==> src/rtl/addsub_arbiter_pkg.sv <==
// rtl/addsub_arbiter_pkg.sv - shared constants and types for the add/sub arbiter
// Contents: default operand width, operation codes, FSM state encoding.
package addsub_arbiter_pkg;

    localparam int DEFAULT_WIDTH = 4;

    localparam logic OP_ADD = 1'b0;
    localparam logic OP_SUB = 1'b1;

    typedef enum logic [1:0] {
        IDLE = 2'd0,
        EXEC = 2'd1,
        RESP = 2'd2
    } state_e;

endpackage

==> src/rtl/addsub_arbiter_core.sv <==
// rtl/addsub_arbiter_core.sv - combinational signed ripple add/subtract datapath
// Ports: a_i, b_i operands; sub_i selects A-B; sum_o result; ovf_o signed overflow.
module addsub_core #(
    parameter int WIDTH = 4
) (
    input  logic [WIDTH-1:0] a_i,
    input  logic [WIDTH-1:0] b_i,
    input  logic             sub_i,
    output logic [WIDTH-1:0] sum_o,
    output logic             ovf_o
);

    logic [WIDTH-1:0] b_eff;
    logic [WIDTH:0]   carry;

    // Subtract is A + ~B + 1: invert B and inject the +1 as carry-in.
    assign b_eff    = sub_i ? ~b_i : b_i;
    assign carry[0] = sub_i;

    for (genvar i = 0; i < WIDTH; i++) begin : g_chain
        full_adder u_fa (
            .a_i (a_i[i]),
            .b_i (b_eff[i]),
            .c_i (carry[i]),
            .s_o (sum_o[i]),
            .c_o (carry[i+1])
        );
    end

    // Carry into and out of the sign bit differ exactly when both addend
    // signs match and the sum sign differs from them.
    assign ovf_o = carry[WIDTH] ^ carry[WIDTH-1];

endmodule

==> src/rtl/full_adder.sv <==
// rtl/full_adder.sv - single-bit full adder cell
// Ports: a_i, b_i, c_i (carry in) -> s_o (sum), c_o (carry out).
module full_adder (
    input  logic a_i,
    input  logic b_i,
    input  logic c_i,
    output logic s_o,
    output logic c_o
);

    assign s_o = a_i ^ b_i ^ c_i;
    assign c_o = (a_i & b_i) | (c_i & (a_i ^ b_i));

endmodule

==> src/rtl/addsub_arbiter.sv <==
// rtl/addsub_arbiter.sv - round-robin arbiter sharing one add/sub datapath between two requesters
// Ports: clk, rst (sync, active high); req_i/op_i/a*_i/b*_i requests; gnt_o acceptance pulse;
//        rsp_valid_o/rsp_ready_i response handshake with rsp_id_o, rsp_result_o, rsp_ovf_o; busy_o.
module addsub_arbiter
    import addsub_arbiter_pkg::*;
#(
    parameter int WIDTH = DEFAULT_WIDTH
) (
    input  logic             clk,
    input  logic             rst,
    input  logic [1:0]       req_i,
    input  logic [1:0]       op_i,
    input  logic [WIDTH-1:0] a0_i,
    input  logic [WIDTH-1:0] b0_i,
    input  logic [WIDTH-1:0] a1_i,
    input  logic [WIDTH-1:0] b1_i,
    output logic [1:0]       gnt_o,
    output logic             rsp_valid_o,
    output logic             rsp_id_o,
    output logic [WIDTH-1:0] rsp_result_o,
    output logic             rsp_ovf_o,
    input  logic             rsp_ready_i,
    output logic             busy_o
);

    state_e           state_q, state_d;
    logic             last_q, last_d;
    logic             id_q, id_d;
    logic             op_q, op_d;
    logic [WIDTH-1:0] a_q, a_d;
    logic [WIDTH-1:0] b_q, b_d;
    logic             rsp_id_q, rsp_id_d;
    logic [WIDTH-1:0] result_q, result_d;
    logic             ovf_q, ovf_d;
    logic [1:0]       gnt;
    logic             win;
    logic [WIDTH-1:0] core_sum;
    logic             core_ovf;

    addsub_core #(.WIDTH(WIDTH)) u_core (
        .a_i   (a_q),
        .b_i   (b_q),
        .sub_i (op_q),
        .sum_o (core_sum),
        .ovf_o (core_ovf)
    );

    // On a tie the requester that was not served last wins.
    assign win = (req_i == 2'b11) ? ~last_q : req_i[1];

    always_comb begin
        state_d  = state_q;
        last_d   = last_q;
        id_d     = id_q;
        op_d     = op_q;
        a_d      = a_q;
        b_d      = b_q;
        rsp_id_d = rsp_id_q;
        result_d = result_q;
        ovf_d    = ovf_q;
        gnt      = 2'b00;
        case (state_q)
            IDLE: begin
                if (req_i != 2'b00) begin
                    id_d    = win;
                    op_d    = op_i[win];
                    a_d     = win ? a1_i : a0_i;
                    b_d     = win ? b1_i : b0_i;
                    state_d = EXEC;
                end
            end
            EXEC: begin
                gnt[id_q] = 1'b1;
                rsp_id_d  = id_q;
                result_d  = core_ovf ? '0 : core_sum;
                ovf_d     = core_ovf;
                last_d    = id_q;
                state_d   = RESP;
            end
            RESP: begin
                if (rsp_ready_i) begin
                    state_d = IDLE;
                end
            end
            default: begin
                state_d = IDLE;
            end
        endcase
    end

    always_ff @(posedge clk) begin
        if (rst) begin
            state_q  <= IDLE;
            last_q   <= 1'b1;
            id_q     <= 1'b0;
            op_q     <= OP_ADD;
            a_q      <= '0;
            b_q      <= '0;
            rsp_id_q <= 1'b0;
            result_q <= '0;
            ovf_q    <= 1'b0;
        end else begin
            state_q  <= state_d;
            last_q   <= last_d;
            id_q     <= id_d;
            op_q     <= op_d;
            a_q      <= a_d;
            b_q      <= b_d;
            rsp_id_q <= rsp_id_d;
            result_q <= result_d;
            ovf_q    <= ovf_d;
        end
    end

    assign gnt_o        = gnt;
    assign rsp_valid_o  = (state_q == RESP);
    assign busy_o       = (state_q != IDLE);
    assign rsp_id_o     = rsp_id_q;
    assign rsp_result_o = result_q;
    assign rsp_ovf_o    = ovf_q;

endmodule

==> config.mk <==
export PLATFORM = sky130hd
export DESIGN_NAME = addsub_arbiter
export DESIGN_NICKNAME = d
export VERILOG_FILES = /design/src/rtl/addsub_arbiter_pkg.sv /design/src/rtl/addsub_arbiter_core.sv /design/src/rtl/full_adder.sv /design/src/rtl/addsub_arbiter.sv
export SDC_FILE = /design/constraint.sdc
export NUM_CORES = 1
export LEC_CHECK = 0
export ABC_CLOCK_PERIOD_IN_PS = 3400
export CAP_MARGIN = 10
export CELL_PAD_IN_SITES_DETAIL_PLACEMENT = 0
export CELL_PAD_IN_SITES_GLOBAL_PLACEMENT = 2
export CORE_ASPECT_RATIO = 2
export CORE_MARGIN = 2
export CORE_UTILIZATION = 24
export DETAILED_ROUTE_END_ITERATION = 6
export PLACE_DENSITY = 0.83
export SLEW_MARGIN = 10
export SYNTH_ARGS = -nofsm -noshare
export SYNTH_HDL_FRONTEND = slang
export SYNTH_SLANG_ARGS = --single-unit
==> constraint.sdc <==
create_clock -name clk -period 3.4 [get_ports clk]
set_clock_uncertainty 0.1 [all_clocks]
set_input_delay 0.68 -clock clk [delete_from_list [all_inputs] [get_ports clk]]
set_output_delay 0.68 -clock clk [all_outputs]
set_load 0.05 [all_outputs]
==> results.yml, run 1 <==
critical_path:
  crit_top_cell: "fa_1"
  slowest_delay_ps: 440
  worstSetupPathType: "flop to flop"
  cpMaxStageDelayCell: "fa_1"
  cp_max_fo: 3
  worstSetupEndpointType: "flop"
  worstSetupStartpointType: "flop"
  arrival_ps: 2800
  cp_data_required_time_ps: 3470
  r2r_slack_ps: 680
  cp_cell_sequence: "mux2_2 > fa_1 > fa_1 > inv_1 > fa_1 > or3_1 > a21oi_1"
sta:
  drv_slew: 0
  timing.final.hold_violations: 0
  slew_headroom: 0.5557
  period_share: 0.8012
  setup_viol: 0
  finalCriticalPeriod_ps: 2724
  fin_tns_setup_ps: 0
  fmax_mhz: 367.1
  worstMarginPinSlew_ps: 664.4
  rsz0062_at_grt: "no"
global_route:
  grt_pass1_wl_mm: 3.367
  antenna_found_initial: 0
  grt_max_degree: 20
  grt_pass1_vias: 834
  overflow: 0
  track_usage: 0.1022
final_layout:
  layout-drive-gt1-share: 0.06338
  final_cell_mix: "32 x clkdlybuf4s50_1, 28 x nand2_1, 19 x dfxtp_1"
  fin_cells: 193
  n_antenna_cell: 0
  fin_util: 0.3503
  n_fill_cell: 420
  mostFrequentLayoutCell: "clkdlybuf4s50_1"
  area_growth_pct: 43.15
  num-nets-final: 169
clock_tree:
  cts_max_level: 1
  max-clock-path-buffers: 2
  cts-root-buf: "clkbuf_8"
  numCtsBuffers: 3
  clkLatencyLatePin_ps: 250
  postCtsSetupBuffers: 0
  cts_resized: 0
  cts_num_sinks: 19
  holdBufCountCts: 0
  clkTransAtPathRegs_ps: 60
  cts_tree: "yes"
yosys:
  ys_types: 25
  synth_ff_type: "dfxtp_1"
  synthArstFlopShare: 0
  yosysWarningCount: 0
  syn-num-nets: 137
  avgSynthCellArea_um2: 8.386
  synth-edff-count: 0
  netlist_instances: 111
  syn-cell-area_um2: 930.9
  yosysSeqAreaShare: 0.4086
  ys_ff_latch: 19
placement:
  hpwlAfterDp_mm: 1.738
  portBuffers: 32
  place_congestion: 0.7157
  place_inst: 189
floorplan:
  dieHeight_um: 92.08
  core_mm2: 0.003804
  initial_core_util: 0.2447
  die_width_um: 48.04
  row_count: 32
  io_pins: 33
  die_area_mm2: 0.004423
pwr:
  p_per_area_mw_per_mm2: 469.4
  p_leak_uw: 0.0005001
  ir_drop_mv: 0.1571
detailed_routing:
  post_drt_via_cell_ratio: 4.415
  first_pass_iters: 2
  vias: 852
  drc: 0
  drt_wl_total_mm: 2.047
  routedWlPerCell_um: 10.61
  first_iter_violations: 6
  antenna_left: 0
job:
  cap_violations: 0
worst_hold_path:
  hold_path.class: "flop to flop"
outcome:
  status: "finished clean"
[synth_stat cells, types with 2 or more instances]
cell type / n / area (um^2)
nor2_1: 3 / 11.26
a21oi_1: 18 / 90.09
nand2_1: 28 / 105.1
a311oi_1: 9 / 78.83
buf_2: 3 / 15.01
xor2_1: 4 / 35.03
fa_1: 3 / 60.06
dfxtp_1: 19 / 380.4
nand2b_1: 2 / 12.51
inv_1: 4 / 15.01
nand3_1: 3 / 15.01
xnor2_1: 2 / 17.52
[flip-flops by register name (all words and copies together) (netlist names)]
name,cells
state_q,2
rsp_id_o,1
id_q,1
last_q,1
b_q,4
op_q,1
a_q,4
rsp_ovf_o,1
rsp_result_o,4
[layer usage]
layer / global-route usage / vias up / wire (um)
met4: 0.05405 / 0 / 41
met2: 0.1856 / 17 / 1240
met3: 0.01181 / 4 / 61
met5: 0 / - / 0
li1: - / 441 / -
met1: 0.1007 / 390 / 703
[worst max-delay path, delay by kind of cell (launching register included)]
kind	cells	cell delay [ps]
fa+ha+maj	3	1220
simple gates	1	370
flops	1	360
mux	1	350
compound gates	1	140
buf+inv	1	100
[path summary, 6_finish.rpt]
kind	from	end	depth (start not counted)
hold / removal	rsp_result_o[0]	rsp_result_o[0]	2
setup / recovery	b_q[0]	rsp_result_o[3]	7
setup reg to reg	b_q[0]	rsp_result_o[3]	7
hold reg to reg	rsp_result_o[0]	rsp_result_o[0]	2
[report_power, final]
part | internal (uW) | total (uW) | leakage, uW | switching, uW
clock network | 83.2 | 151 | 0.0000228 | 67.9
logic | 91.6 | 208 | 0.000321 | 117
registers | 248 | 266 | 0.000157 | 17.9
[cell type report]
| class | instances | area, um^2 | share of cell area |
|---|---|---|---|
| inverter | 4 | 15.01 | 0.01127 |
| sequential | 19 | 380.4 | 0.2854 |
| clock buffer | 4 | 45.04 | 0.03380 |
| tap | 51 | 63.81 | 0.04789 |
| multi-input combinational | 82 | 500.5 | 0.3756 |
| timing repair buffer | 33 | 327.8 | 0.2460 |
[cell families (layout without fill, tap and decap cells)]
logic type	count (synthesis)	after routing	synth area share
flip-flops	19	19	0.4086
AO/OA/AOI/OAI	30	30	0.2097
AND/OR/NAND/NOR	42	42	0.1949
buffers and inverters	10	41	0.05374
multiplexers	1	1	0.01210
adder cells (fa/ha/maj)	3	3	0.06452
XOR/XNOR	6	6	0.05645
[stage by stage]
step | instance area [um^2] | total power [uW] | hold slack [ps] | worst slack (ps)
after floorplan | 930.9 | 414.3 | 367.3 | 770.4
after global placement | 1287 | 481.7 | 342.2 | 709.5
after detailed placement | 1287 | 483.4 | 345.3 | 687.5
after CTS | 1333 | 634.9 | 353.1 | 664.5
after global routing | 1333 | 666.6 | 373.8 | 564.4
final | 1333 | 625.5 | 350.7 | 675.9
No activity file was read; power rests on OpenSTA's default activity.
==> run 2: changes to the inputs <==
Settings changed: ABC_CLOCK_PERIOD_IN_PS 3400 to 2600.
Clock period 3.4 ns to 2.6 ns, I/O delays scaled along.
==> results.yml, run 2 (synthesized netlist as in run 1, its figures left out) <==
pwr:
  switching_share: 0.3244
  p_per_area_mw_per_mm2: 610.1
  ir_drop_mv: 0.2943
  p_leak_uw: 0.0005173
  p_int_uw: 565.7
  p_comb_frac: 0.350
  clockPowerShare: 0.237
  power_switching_uw: 271.6
  seq_power_share: 0.413
critical_path:
  worstSetupPathType: "flop to flop"
  crit_family: "adder cells"
  cp_max_fo: 2
  worstSetupEndpointType: "flop"
  crit_top_cell: "fa_2"
  cp_data_required_time_ps: 2680
  cpMaxStageDelayCell: "fa_1"
  r2r_slack_ps: 120
  slowest_delay_ps: 390
  cp_cell_sequence: "mux2_2 > fa_2 > fa_2 > inv_2 > fa_1 > or3_1 > a21oi_2"
  arrival_ps: 2560
  worstSetupStartpointType: "flop"
  path_buf_inv: 1
sta:
  finalCriticalPeriod_ps: 2483
  fmax_mhz: 402.7
  fin_tns_setup_ps: 0
  rsz0062_at_grt: "no"
  drv_slew: 0
  slew_headroom: 0.5307
  setup_viol: 0
  timing.final.hold_violations: 0
  period_share: 0.9551
  worstMarginPinSlew_ps: 701.7
job:
  cap_violations: 0
global_route:
  antenna_found_initial: 0
  grt_max_degree: 20
  track_usage: 0.1077
  overflow: 0
  grt_pass1_wl_mm: 3.477
  grt_pass1_vias: 860
detailed_routing:
  vias: 867
  first_iter_violations: 6
  first_pass_iters: 3
  drc: 0
  post_drt_via_cell_ratio: 4.401
  routedWlPerCell_um: 10.87
  antenna_left: 0
  drt_wl_total_mm: 2.141
final_layout:
  area_growth_pct: 47.45
  multi_input_area_um2: 509.2
  final_cell_mix: "32 x clkdlybuf4s50_1, 28 x nand2_1, 18 x dfxtp_1"
  layout-drive-gt1-share: 0.1233
  num-nets-final: 173
  n_fill_cell: 419
  fin_cells: 197
  design_area_mm2: 0.001373
  seqCellArea_um2: 381.6
  fin_util: 0.3609
  n_antenna_cell: 0
  mostFrequentLayoutCell: "clkdlybuf4s50_1"
clock_tree:
  cts_resized: 0
  cts_max_level: 1
  cts_tree: "yes"
  holdBufCountCts: 0
  postCtsSetupBuffers: 0
  clkLatencyLatePin_ps: 250
  numCtsBuffers: 3
  cts-root-buf: "clkbuf_8"
  max-clock-path-buffers: 2
  clkTransAtPathRegs_ps: 70
  cts_num_sinks: 19
placement:
  hpwlAfterDp_mm: 1.779
  place_congestion: 0.6919
  place_inst: 193
  portBuffers: 32
  place_area_mm2: 0.001320
floorplan:
  initial_core_util: 0.2447
  io_pins: 33
  row_count: 32
  dieHeight_um: 92.08
  die_area_mm2: 0.004423
  die_width_um: 48.04
  core_mm2: 0.003804
worst_hold_path:
  hold_path.class: "flop to flop"
outcome:
  status: "finished clean"
run 2: changes by cell type in the layout (fill, tap and decap cells not counted):
cell | previous run | this run
dfxtp_2 | 0 | 1
buf_4 | 1 | 5
inv_2 | 0 | 1
dfxtp_1 | 19 | 18
a21oi_2 | 0 | 1
a21oi_1 | 18 | 17
fa_2 | 0 | 2
inv_1 | 4 | 3
fa_1 | 3 | 1
run 2: path summary, 6_finish.rpt:
check / end / from / cells past startpoint
setup / recovery: rsp_result_o[3] / b_q[0] / 7
hold / removal: rsp_result_o[1] / rsp_result_o[1] / 2
setup reg to reg: rsp_result_o[3] / b_q[0] / 7
hold reg to reg: rsp_result_o[1] / rsp_result_o[1] / 2
run 2: worst register-to-register path, cell delays in order (launching register included):
cell	delay, ps
dfxtp_2	330
mux2_2	340
fa_2	340
fa_2	350
inv_2	60
fa_1	390
or3_1	380
a21oi_2	120
run 2: power groups by stage:
stage / clock network [uW] / registers [uW] / logic [uW]
4_1_cts: 206 / 346 / 295
2_1_floorplan: 0 / 385 / 158
6_report: 198 / 346 / 293
5_1_grt: 220 / 351 / 324
3_3_place_gp: 0 / 351 / 293
3_5_place_dp: 0 / 352 / 295
run 2: per-layer routing:
layer / track usage / up-vias / routed length, um / part of all wire
met5: 0 / - / 0 / 0
met3: 0.01181 / 2 / 54 / 0.025
met1: 0.1081 / 402 / 766 / 0.36
li1: - / 448 / - / -
met2: 0.1956 / 15 / 1289 / 0.60
met4: 0.05405 / 0 / 29 / 0.014
run 2: final cells by class:
type                       count  area share
multi-input combinational     82      0.3710
inverter                       4     0.01094
clock buffer                   4     0.03282
sequential                    19      0.2780
timing repair buffer          37      0.2607
tap                           51     0.04649
run 2: stage by stage:
step	setup WS (ps)	hold WS (ps)	power, uW
detailed placement	29.08	352.8	647.0
global placement	54.49	341.3	644.3
finish	116.6	356.8	837.3
global route	17.78	374.5	894.7
CTS	16.55	360.7	847.3
floorplan	31.40	367.3	543.4
==> run 3: changes to the inputs <==
Settings changed: GPL_ROUTABILITY_DRIVEN set to 0.
==> results of run 3 <==
Final layout, timing and power as in run 2 (identical DEF).
